**src/rtl/snake_state_publisher_pkg.sv**
```systemverilog
// Shared layout of the 740-bit snake_data bus: field offsets, widths, write-port
// address map and reset image. The VGA controller imports the same offsets.
package snake_pkg;

   localparam int unsigned BODY_SEGS   = 10;
   localparam int unsigned POS_W       = 11;
   localparam int unsigned DIR_ENTRIES = 100;
   localparam int unsigned DIR_W       = 2;
   localparam int unsigned FIELD_W     = 32;
   localparam int unsigned DATA_W      = 740;
   localparam int unsigned DIR_BITS    = DIR_ENTRIES * DIR_W;
   localparam int unsigned BODY_BITS   = BODY_SEGS * POS_W;

   localparam int unsigned BOARD_W     = 40;
   localparam int unsigned BOARD_CELLS = 1600;
   // Off-board sentinel; any value above BOARD_CELLS-1 is never drawn.
   localparam logic [POS_W-1:0] EMPTY_POS = 11'd2047;

   localparam int unsigned OFF_DIR      = 0;
   localparam int unsigned OFF_HEAD1POS = 200;
   localparam int unsigned OFF_HEAD2POS = 232;
   localparam int unsigned OFF_LEN1     = 264;
   localparam int unsigned OFF_LEN2     = 296;
   localparam int unsigned OFF_STAGE    = 328;
   localparam int unsigned OFF_HEAD1    = 360;
   localparam int unsigned OFF_HEAD2    = 392;
   localparam int unsigned OFF_APPLE    = 424;
   localparam int unsigned OFF_HEARTS   = 456;
   localparam int unsigned OFF_RSVD     = 488;
   localparam int unsigned OFF_BODY1    = 520;
   localparam int unsigned OFF_BODY2    = 630;

   localparam logic [7:0] ADDR_STAGE    = 8'h00;
   localparam logic [7:0] ADDR_HEAD1POS = 8'h01;
   localparam logic [7:0] ADDR_HEAD2POS = 8'h02;
   localparam logic [7:0] ADDR_LEN1     = 8'h03;
   localparam logic [7:0] ADDR_LEN2     = 8'h04;
   localparam logic [7:0] ADDR_HEAD1    = 8'h05;
   localparam logic [7:0] ADDR_HEAD2    = 8'h06;
   localparam logic [7:0] ADDR_APPLE    = 8'h07;
   localparam logic [7:0] ADDR_HEARTS   = 8'h08;
   localparam logic [7:0] ADDR_BODY1    = 8'h10;
   localparam logic [7:0] ADDR_BODY2    = 8'h20;
   localparam logic [7:0] ADDR_DIR      = 8'h80;
   localparam logic [7:0] ADDR_DIR_LAST = 8'hE3;

   typedef enum logic [1:0] {
      STAGE_MENU = 2'd0,
      STAGE_PLAY = 2'd2,
      STAGE_OVER = 2'd3
   } stage_e;

   typedef enum logic {
      ST_IDLE,
      ST_PEND
   } pub_state_e;

   typedef struct packed {
      logic [FIELD_W-1:0]                      stage;
      logic [FIELD_W-1:0]                      head1pos;
      logic [FIELD_W-1:0]                      head2pos;
      logic [FIELD_W-1:0]                      len1;
      logic [FIELD_W-1:0]                      len2;
      logic [FIELD_W-1:0]                      head1;
      logic [FIELD_W-1:0]                      head2;
      logic [FIELD_W-1:0]                      apple;
      logic [FIELD_W-1:0]                      hearts;
      logic [BODY_SEGS-1:0][POS_W-1:0]         body1;
      logic [BODY_SEGS-1:0][POS_W-1:0]         body2;
      logic [DIR_ENTRIES-1:0][DIR_W-1:0]       dir;
   } snake_fields_t;

   function automatic snake_fields_t fields_reset();
      snake_fields_t f;
      f       = '0;
      f.apple = FIELD_W'(EMPTY_POS);
      f.body1 = {BODY_SEGS{EMPTY_POS}};
      f.body2 = {BODY_SEGS{EMPTY_POS}};
      return f;
   endfunction

endpackage

```
**src/rtl/snake_state_publisher_if.sv**
```systemverilog
// Game-logic side of the publisher: addressed shadow writes plus commit handshake.
interface snake_state_publisher_if;

   logic        wr_en;
   logic [7:0]  wr_addr;
   logic [31:0] wr_data;
   logic        wr_ready;
   logic        wr_err;
   logic        commit_req;
   logic        commit_busy;
   logic        commit_done;

   modport master (
      output wr_en, wr_addr, wr_data, commit_req,
      input  wr_ready, wr_err, commit_busy, commit_done
   );

   modport slave (
      input  wr_en, wr_addr, wr_data, commit_req,
      output wr_ready, wr_err, commit_busy, commit_done
   );

endinterface

```
**src/rtl/snake_state_publisher_field_pack.sv**
```systemverilog
// Purely combinational mapping of the field struct onto the 740-bit snake_data layout.
module snake_field_pack
   import snake_pkg::*;
(
   input  snake_fields_t       fields_i,
   output logic [DATA_W-1:0]   data_o
);

   always_comb begin
      data_o                          = '0;
      data_o[OFF_DIR      +: DIR_BITS]  = fields_i.dir;
      data_o[OFF_HEAD1POS +: FIELD_W]   = fields_i.head1pos;
      data_o[OFF_HEAD2POS +: FIELD_W]   = fields_i.head2pos;
      data_o[OFF_LEN1     +: FIELD_W]   = fields_i.len1;
      data_o[OFF_LEN2     +: FIELD_W]   = fields_i.len2;
      data_o[OFF_STAGE    +: FIELD_W]   = fields_i.stage;
      data_o[OFF_HEAD1    +: FIELD_W]   = fields_i.head1;
      data_o[OFF_HEAD2    +: FIELD_W]   = fields_i.head2;
      data_o[OFF_APPLE    +: FIELD_W]   = fields_i.apple;
      data_o[OFF_HEARTS   +: FIELD_W]   = fields_i.hearts;
      data_o[OFF_RSVD     +: FIELD_W]   = '0;
      data_o[OFF_BODY1    +: BODY_BITS] = fields_i.body1;
      data_o[OFF_BODY2    +: BODY_BITS] = fields_i.body2;
   end

endmodule

```
**src/rtl/snake_state_publisher.sv**
```systemverilog
// Shadow/published double buffer for snake_data; a requested commit is applied
// only on the next falling edge of vsync so the display never sees a torn frame.
module snake_state_publisher
   import snake_pkg::*;
(
   input  logic                    iVGA_CLK,
   input  logic                    iRST_n,
   input  logic                    iVS,
   snake_state_publisher_if.slave  wr_bus,
   output logic [DATA_W-1:0]       snake_data,
   output logic [15:0]             frame_count
);

   pub_state_e    state_q, state_d;
   snake_fields_t shadow_q, shadow_d;
   snake_fields_t pub_q;
   logic          vs_q;
   logic          vs_fall;
   logic          wr_ready;
   logic          commit_busy;
   logic          publish;
   logic          wr_accept;
   logic          addr_hit;
   logic          wr_err_q;
   logic          commit_done_q;
   logic [15:0]   frame_q;
   logic [6:0]    dir_idx;

   assign vs_fall   = vs_q & ~iVS;
   assign wr_accept = wr_bus.wr_en & wr_ready;
   assign dir_idx   = 7'(wr_bus.wr_addr - ADDR_DIR);

   always_comb begin
      state_d     = state_q;
      wr_ready    = 1'b0;
      commit_busy = 1'b0;
      publish     = 1'b0;
      unique case (state_q)
         ST_IDLE: begin
            wr_ready = 1'b1;
            if (wr_bus.commit_req) state_d = ST_PEND;
         end
         ST_PEND: begin
            commit_busy = 1'b1;
            if (vs_fall) begin
               publish = 1'b1;
               state_d = ST_IDLE;
            end
         end
         default: state_d = ST_IDLE;
      endcase
   end

   always_comb begin
      shadow_d = shadow_q;
      addr_hit = 1'b0;
      if (wr_accept) begin
         addr_hit = 1'b1;
         unique case (wr_bus.wr_addr)
            ADDR_STAGE:    shadow_d.stage    = wr_bus.wr_data;
            ADDR_HEAD1POS: shadow_d.head1pos = wr_bus.wr_data;
            ADDR_HEAD2POS: shadow_d.head2pos = wr_bus.wr_data;
            ADDR_LEN1:     shadow_d.len1     = wr_bus.wr_data;
            ADDR_LEN2:     shadow_d.len2     = wr_bus.wr_data;
            ADDR_HEAD1:    shadow_d.head1    = wr_bus.wr_data;
            ADDR_HEAD2:    shadow_d.head2    = wr_bus.wr_data;
            ADDR_APPLE:    shadow_d.apple    = wr_bus.wr_data;
            ADDR_HEARTS:   shadow_d.hearts   = wr_bus.wr_data;
            default: begin
               // Ranged regions: body tables use the low nibble, directions an offset.
               if (wr_bus.wr_addr[7:4] == ADDR_BODY1[7:4] && wr_bus.wr_addr[3:0] <= 4'd9)
                  shadow_d.body1[wr_bus.wr_addr[3:0]] = wr_bus.wr_data[POS_W-1:0];
               else if (wr_bus.wr_addr[7:4] == ADDR_BODY2[7:4] && wr_bus.wr_addr[3:0] <= 4'd9)
                  shadow_d.body2[wr_bus.wr_addr[3:0]] = wr_bus.wr_data[POS_W-1:0];
               else if (wr_bus.wr_addr >= ADDR_DIR && wr_bus.wr_addr <= ADDR_DIR_LAST)
                  shadow_d.dir[dir_idx] = wr_bus.wr_data[DIR_W-1:0];
               else
                  addr_hit = 1'b0;
            end
         endcase
      end
   end

   always_ff @(posedge iVGA_CLK or negedge iRST_n) begin
      if (!iRST_n) begin
         state_q       <= ST_IDLE;
         vs_q          <= 1'b1;
         shadow_q      <= fields_reset();
         pub_q         <= fields_reset();
         wr_err_q      <= 1'b0;
         commit_done_q <= 1'b0;
         frame_q       <= '0;
      end else begin
         state_q       <= state_d;
         vs_q          <= iVS;
         shadow_q      <= shadow_d;
         wr_err_q      <= wr_accept & ~addr_hit;
         commit_done_q <= publish;
         if (publish) pub_q <= shadow_q;
         if (vs_fall) frame_q <= frame_q + 16'd1;
      end
   end

   snake_field_pack u_pack (
      .fields_i (pub_q),
      .data_o   (snake_data)
   );

   assign frame_count        = frame_q;
   assign wr_bus.wr_ready    = wr_ready;
   assign wr_bus.wr_err      = wr_err_q;
   assign wr_bus.commit_busy = commit_busy;
   assign wr_bus.commit_done = commit_done_q;

endmodule

```
**src/flat_wrapper.sv**
```systemverilog
// flat-port wrapper written by rule: the top's interface ports become plain ports
module snake_state_publisher_flat import snake_pkg::*;
  (iVGA_CLK, iRST_n, iVS, snake_data, frame_count, wr_bus_wr_en, wr_bus_wr_addr, wr_bus_wr_data, wr_bus_commit_req, wr_bus_wr_ready, wr_bus_wr_err, wr_bus_commit_busy, wr_bus_commit_done);
  snake_state_publisher_if wr_bus_i ();
  input  logic iVGA_CLK;
  input  logic iRST_n;
  input  logic iVS;
  output logic [DATA_W-1:0] snake_data;
  output logic [15:0] frame_count;
  input wire logic [$bits(wr_bus_i.wr_en)-1:0] wr_bus_wr_en;
  input wire logic [$bits(wr_bus_i.wr_addr)-1:0] wr_bus_wr_addr;
  input wire logic [$bits(wr_bus_i.wr_data)-1:0] wr_bus_wr_data;
  input wire logic [$bits(wr_bus_i.commit_req)-1:0] wr_bus_commit_req;
  output wire logic [$bits(wr_bus_i.wr_ready)-1:0] wr_bus_wr_ready;
  output wire logic [$bits(wr_bus_i.wr_err)-1:0] wr_bus_wr_err;
  output wire logic [$bits(wr_bus_i.commit_busy)-1:0] wr_bus_commit_busy;
  output wire logic [$bits(wr_bus_i.commit_done)-1:0] wr_bus_commit_done;
  assign wr_bus_i.wr_en = wr_bus_wr_en;
  assign wr_bus_i.wr_addr = wr_bus_wr_addr;
  assign wr_bus_i.wr_data = wr_bus_wr_data;
  assign wr_bus_i.commit_req = wr_bus_commit_req;
  assign wr_bus_wr_ready = wr_bus_i.wr_ready;
  assign wr_bus_wr_err = wr_bus_i.wr_err;
  assign wr_bus_commit_busy = wr_bus_i.commit_busy;
  assign wr_bus_commit_done = wr_bus_i.commit_done;
  snake_state_publisher u_core (.iVGA_CLK(iVGA_CLK), .iRST_n(iRST_n), .iVS(iVS), .wr_bus(wr_bus_i), .snake_data(snake_data), .frame_count(frame_count));
endmodule
```
**config.mk**
```make
export PLATFORM = sky130hd
export DESIGN_NAME = snake_state_publisher_flat
export DESIGN_NICKNAME = d
export VERILOG_FILES = /design/src/rtl/snake_state_publisher_pkg.sv /design/src/rtl/snake_state_publisher_if.sv /design/src/rtl/snake_state_publisher_field_pack.sv /design/src/rtl/snake_state_publisher.sv /design/src/flat_wrapper.sv
export SDC_FILE = /design/constraint.sdc
export NUM_CORES = 2
export LEC_CHECK = 0
export ABC_AREA = 1
export CAP_MARGIN = 15
export CORE_MARGIN = 4
export CORE_UTILIZATION = 54
export CTS_CLUSTER_DIAMETER = 120
export DETAILED_ROUTE_END_ITERATION = 12
export GPL_TIMING_DRIVEN = 0
export PLACE_DENSITY = 0.87
export SYNTH_ARGS = -nofsm -noshare
export SYNTH_HDL_FRONTEND = slang
export SYNTH_SLANG_ARGS = --single-unit
```
**constraint.sdc**
```tcl
create_clock -name iVGA_CLK -period 2.61 [get_ports iVGA_CLK]
set_clock_uncertainty 0.1 [all_clocks]
set_input_delay 0.3915 -clock iVGA_CLK [delete_from_list [all_inputs] [get_ports iVGA_CLK]]
set_output_delay 0.3915 -clock iVGA_CLK [all_outputs]
set_load 0.03 [all_outputs]
```
# Word level (Yosys, flattened, before mapping)
# Cells that the tools add are included.
# W data, S select, Z words.
# classes
add_sub_neg	2
order_cmp	7
n_eq_ne	10
n_mux	19
bitwise_logic	9
reduce_logical	19
# op_table
operator	count
$bwmux W110	2
$bwmux W200	1
$demux W11 S4	1
$eq A8 B3 Y1 const B	4
$reduce_and A2 Y1	9
$add A16 B1 Y16 const B	1
$eq A8 B2 Y1 const B	2
$demux W2 S7	1
$mux W1	11
$mux W11	1
$reduce_or A9 Y1	1
$eq A8 B1 Y1 const B	1
$eq A8 B4 Y1 const B	1
$ge A8 B8 Y1 const B	1
$le A8 B8 Y1 const B	1
$logic_not A8 Y1	1
$lt A7 B8 Y1 const B	1
$ge A7 B1 Y1 const B	1
$sub A7 B1 Y7 const B	1
$not A1 Y1	6
$logic_and A1 B1 Y1	5
$lt A4 B5 Y1 const B	1
$reduce_and A5 Y1	1
$eq A4 B1 Y1 const B	1
8 further kinds	10
# totals
ff_bits	1436
output_inout_bits	760
word_cells	329

# Logic depth before layout (Yosys ltp)
# depth
depth_word	9
mapped_depth	10
depth_no_buf	8

# Modules after synthesis
# From an unflattened synthesis, not the netlist that was laid out.
# hier_totals
cells_unflattened	5223
area_unflattened_um2	60631.9
# by_module_without_submodules
module	instances	cells_each	area_each_um2	seq_area_each_um2
snake_state_publisher	1	4482	55072.8	36513.8
snake_field_pack	1	741	5559.1	0.0

# Worst setup path before layout
# Ideal clock, no wire load.
# synth_timing
path_kind	register -> register
startpoint	reg u_core.state_q
endpoint	reg u_core.pub_q[0] (netlist name)
arrival_ps	1720
required_time_ps	2385
slack_ps	665
stages_incl_launch_ff	6
period_less_slack_ps	1945
cell_sequence	dfrtp_1 > inv_2 > nor2_1 > buf_2 > buf_2 > mux2_2
# synth_between
elab_chain_len	1
# synth_rtl
item	line	rtl
start: declaration	snake_state_publisher.sv:14	pub_state_e state_q, state_d;
start signal: assignment	snake_state_publisher.sv:94	state_q <= state_d;
$mux W1	snake_state_publisher.sv:38	unique case (state_q)
end signal: assignment	snake_state_publisher.sv:89	pub_q <= fields_reset();
end signal: assignment	snake_state_publisher.sv:99	if (publish) pub_q <= shadow_q;
end: declaration	snake_state_publisher.sv:16	snake_fields_t pub_q;
# Every way passes these cells.
# A chain may end at the register's enable or synchronous reset.

# Worst setup path in the final report
# layout_timing
startpoint	reg u_core.vs_q
endpoint	reg u_core.pub_q[427] (netlist name)
# layout_between
elab_chain_len	3
# layout_rtl
item	line	rtl
start: declaration	snake_state_publisher.sv:17	logic vs_q;
start signal: assignment	snake_state_publisher.sv:95	vs_q <= iVS;
$and A1 B1 Y1	snake_state_publisher.sv:29	assign vs_fall = vs_q & ~iVS;
$mux W1	snake_state_publisher.sv:45	if (vs_fall) begin
$mux W1	snake_state_publisher.sv:38	
# Every way passes these cells.

==> qor.csv <==
metric,value,unit
WP buf/inv,3,
Crit. End Element,flip-flop,
Design Power,48.7,mW
GRT Overall Usage,34.7,%
vias in the first global route,43094,
Wirelength per Cell,26.9,um
Pins Over Slew Limit,0,
via/cell ratio,5.98,
initial antenna violation count,8,
design area,70500,um2
worst-path fanout max,10,
setup ws final,0.0323,ns
CP Class,flip-flop to flip-flop,
"commonest non-fill, non-tap cell in the layout",dfrtp_1,
Routed WL,189000,um
CP arrival,3.10,ns
"Seq/Total Area, Yosys",65.8,%
CTS tree,built,
max-cap violations,0,
family with the most delay on the worst path,buffers and inverters,
Final Wtd Congestion,0.920,
Post-route DRC,0,
share of layout cells above drive strength 1,29.4,%
total core area,102000,um2
Hold Path Class,input pin to asynchronous set/reset pin,
Worst Tran Pin Value,1.26,ns
via count,41976,
first-pass GRT wire length,278000,um
clock sinks,1436,
CP max-delay cell,dfstp_2,
Yosys warning count,0,
dpl ws,-1.19,ns
gr ovfl total,0,
failing checks,negative hold slack,
Cells after DPL,6751,
Syn Std Cell Area,55500,um2
final setup vio count,0,
Clock Path Buffers,3,
Die Width,329,um
Core Rows,117,
RSZ-0062 raised after global routing,no,
Fill cells,6556,
total power divided by cell area,691,nW/um2
Critical Path RT,3.14,ns
critical-path cell list,nand2_1 > nor2_4 > buf_8 > buf_2 > buf_2 > mux2_2,
H-Tree Depth,4,
Root Buffer,clkbuf_16,
Final period util,98.8,%
Pre-antenna DRT Iters,6,
DRT iter0 DRCs,4590,
leak pwr,33.5,nW
Mapped Cells,4572,
remaining antenna violation count,0,
outcome,"complete, but fails checks",
final net count,5581,
HPWL Detailed,130000,um
Max-slew headroom,16.1,%
"commonest non-fill, non-tap cells in the layout","dfrtp_1, nand2_1, clkdlybuf4s50_1",
Initial Utilization,54.5,%
Fin. Hold Viols,87,
synth unique cells,32,
area post-placement,65300,um2
synthesized area per cell,12.1,um2
"Top FF cell, synth",dfrtp_1,
total CTS buffers,142,
postcts setup bufs,0,
setup TNS,0,ns
max frequency,388,MHz
clock slew seen by the registers of the worst setup and hold paths,0.06,ns
Port Buffers,770,
Yosys reg bits,1436,
Critical Path Source Type,flip-flop,
Tmin final,2.58,ns
I/O pin count,805,
Hold Buf Count CTS,5,
Die Height,329,um
die area,108000,um2
CP dominant cell by count,buf_2,
largest net degree at the start of global routing,191,
Post-synth EDFFs,0,
clk_lat worst skew,0.75,ns
worst vdd ir,600,uV
area grow syn2layout,27.0,%
fraction of registers with async set/reset,100,%
fin cells,7024,
worst hold margin,-0.218,ns
CP max stage delay,0.53,ns
## sequential cells by signal (all words and copies together), names as in the netlist
register	cells
u_core.vs_q	1
u_core.shadow_q	708
u_core.frame_count	16
u_core.wr_bus.wr_err	1
u_core.pub_q	708
u_core.state_q	1
u_core.wr_bus.commit_done	1
## final timing paths
path / start / endpoint / slack (ns) / depth (start not counted)
worst min-delay path: iRST_n / u_core.pub_q[107]$_DFFE_PN0P_ / -0.22 / 3
max in group asynchronous: iRST_n / u_core.pub_q[603]$_DFFE_PN0P_ / 0.36 / 5
worst min register to register: u_core.shadow_q[238]$_DFFE_PN1P_ / u_core.shadow_q[238]$_DFFE_PN1P_ / 0.36 / 2
worst max register to register: u_core.vs_q$_DFF_PN1_ / u_core.pub_q[427]$_DFFE_PN0P_ / 0.03 / 6
worst max-delay path: u_core.vs_q$_DFF_PN1_ / u_core.pub_q[427]$_DFFE_PN0P_ / 0.03 / 6
min in group iVGA_CLK: wr_bus_commit_req / u_core.state_q$_DFF_PN0_ / 0.19 / 3
## logic make-up after synthesis
kind of cell    Yosys count  synth area share (%)
compound gates          602                  5.44
xor+xnor                 11                 0.174
fa+ha+maj                 1                0.0225
buf+inv                 470                  3.79
flops                  1436                  65.8
mux                     708                  14.4
other cells               1               0.00675
simple gates           1343                  10.5
## area by class of cell
cell class	instances	area, um2	share of cell area (%)
diodes	8	20.0	0.0284
well taps	1368	1710	2.43
flip-flops and latches	1436	36500	51.8
clock inverters	48	717	1.02
plain buffers	317	1550	2.20
clock buffers	209	4260	6.04
inverters	153	577	0.818
multi-input cells	2697	17000	24.2
repair buffers	788	8160	11.6
## layer usage
metal,vias to the layer above,GRT usage (%),wire (um)
met4,4,22.4,14700
met3,718,10.5,20200
met1,21216,42.1,66900
met5,-,0,26
met2,2789,54.3,87300
li1,17249,-,-
## power by group
| part | total, mW | internal (mW) | leakage, nW | switching, mW |
|---|---|---|---|---|
| registers | 23.2 | 22.8 | 18.3 | 0.357 |
| clock network | 21.8 | 12.8 | 2.46 | 8.98 |
| logic | 3.77 | 1.21 | 12.7 | 2.56 |
## timing repair
item / in CTS / in global routing
endpoints found under the setup margin: 574 / 26
cloned: 2 / 0
gates resized for setup: 20 / 10
endpoints found under the hold margin: 215 / 87
## Yosys cell counts, types with 9 or more instances
| library cell | instances | area, um2 |
|---|---|---|
| dfstp_2 | 463 | 12200 |
| o21ai_0 | 555 | 2780 |
| clkbuf_1 | 106 | 398 |
| dfrtp_1 | 973 | 24300 |
| nand4_1 | 114 | 713 |
| nand3_1 | 211 | 1060 |
| buf_4 | 33 | 248 |
| clkbuf_2 | 9 | 45.0 |
| inv_1 | 141 | 529 |
| mux2_2 | 708 | 7970 |
| nor2_4 | 10 | 113 |
| o21ai_1 | 43 | 215 |
| nand2_4 | 9 | 101 |
| buf_2 | 165 | 826 |
| nor2_1 | 64 | 240 |
| nand2_1 | 924 | 3470 |
## through the flow
| step | utilization [%] | hold slack [ns] |
|---|---|---|
| floorplan | - | -0.00409 |
| global placement | 63.9 | 0.349 |
| detailed placement | 64.1 | 0.224 |
| CTS | 69.2 | -0.232 |
| global route | 69.2 | -0.214 |
| finish | 69.2 | -0.218 |
## tightest hold or removal path, cell delays in order
cell,delay (ns)
buf_16,0.08
buf_16,0.11
buf_16,0.52
Power figures use the tool's default switching activity.
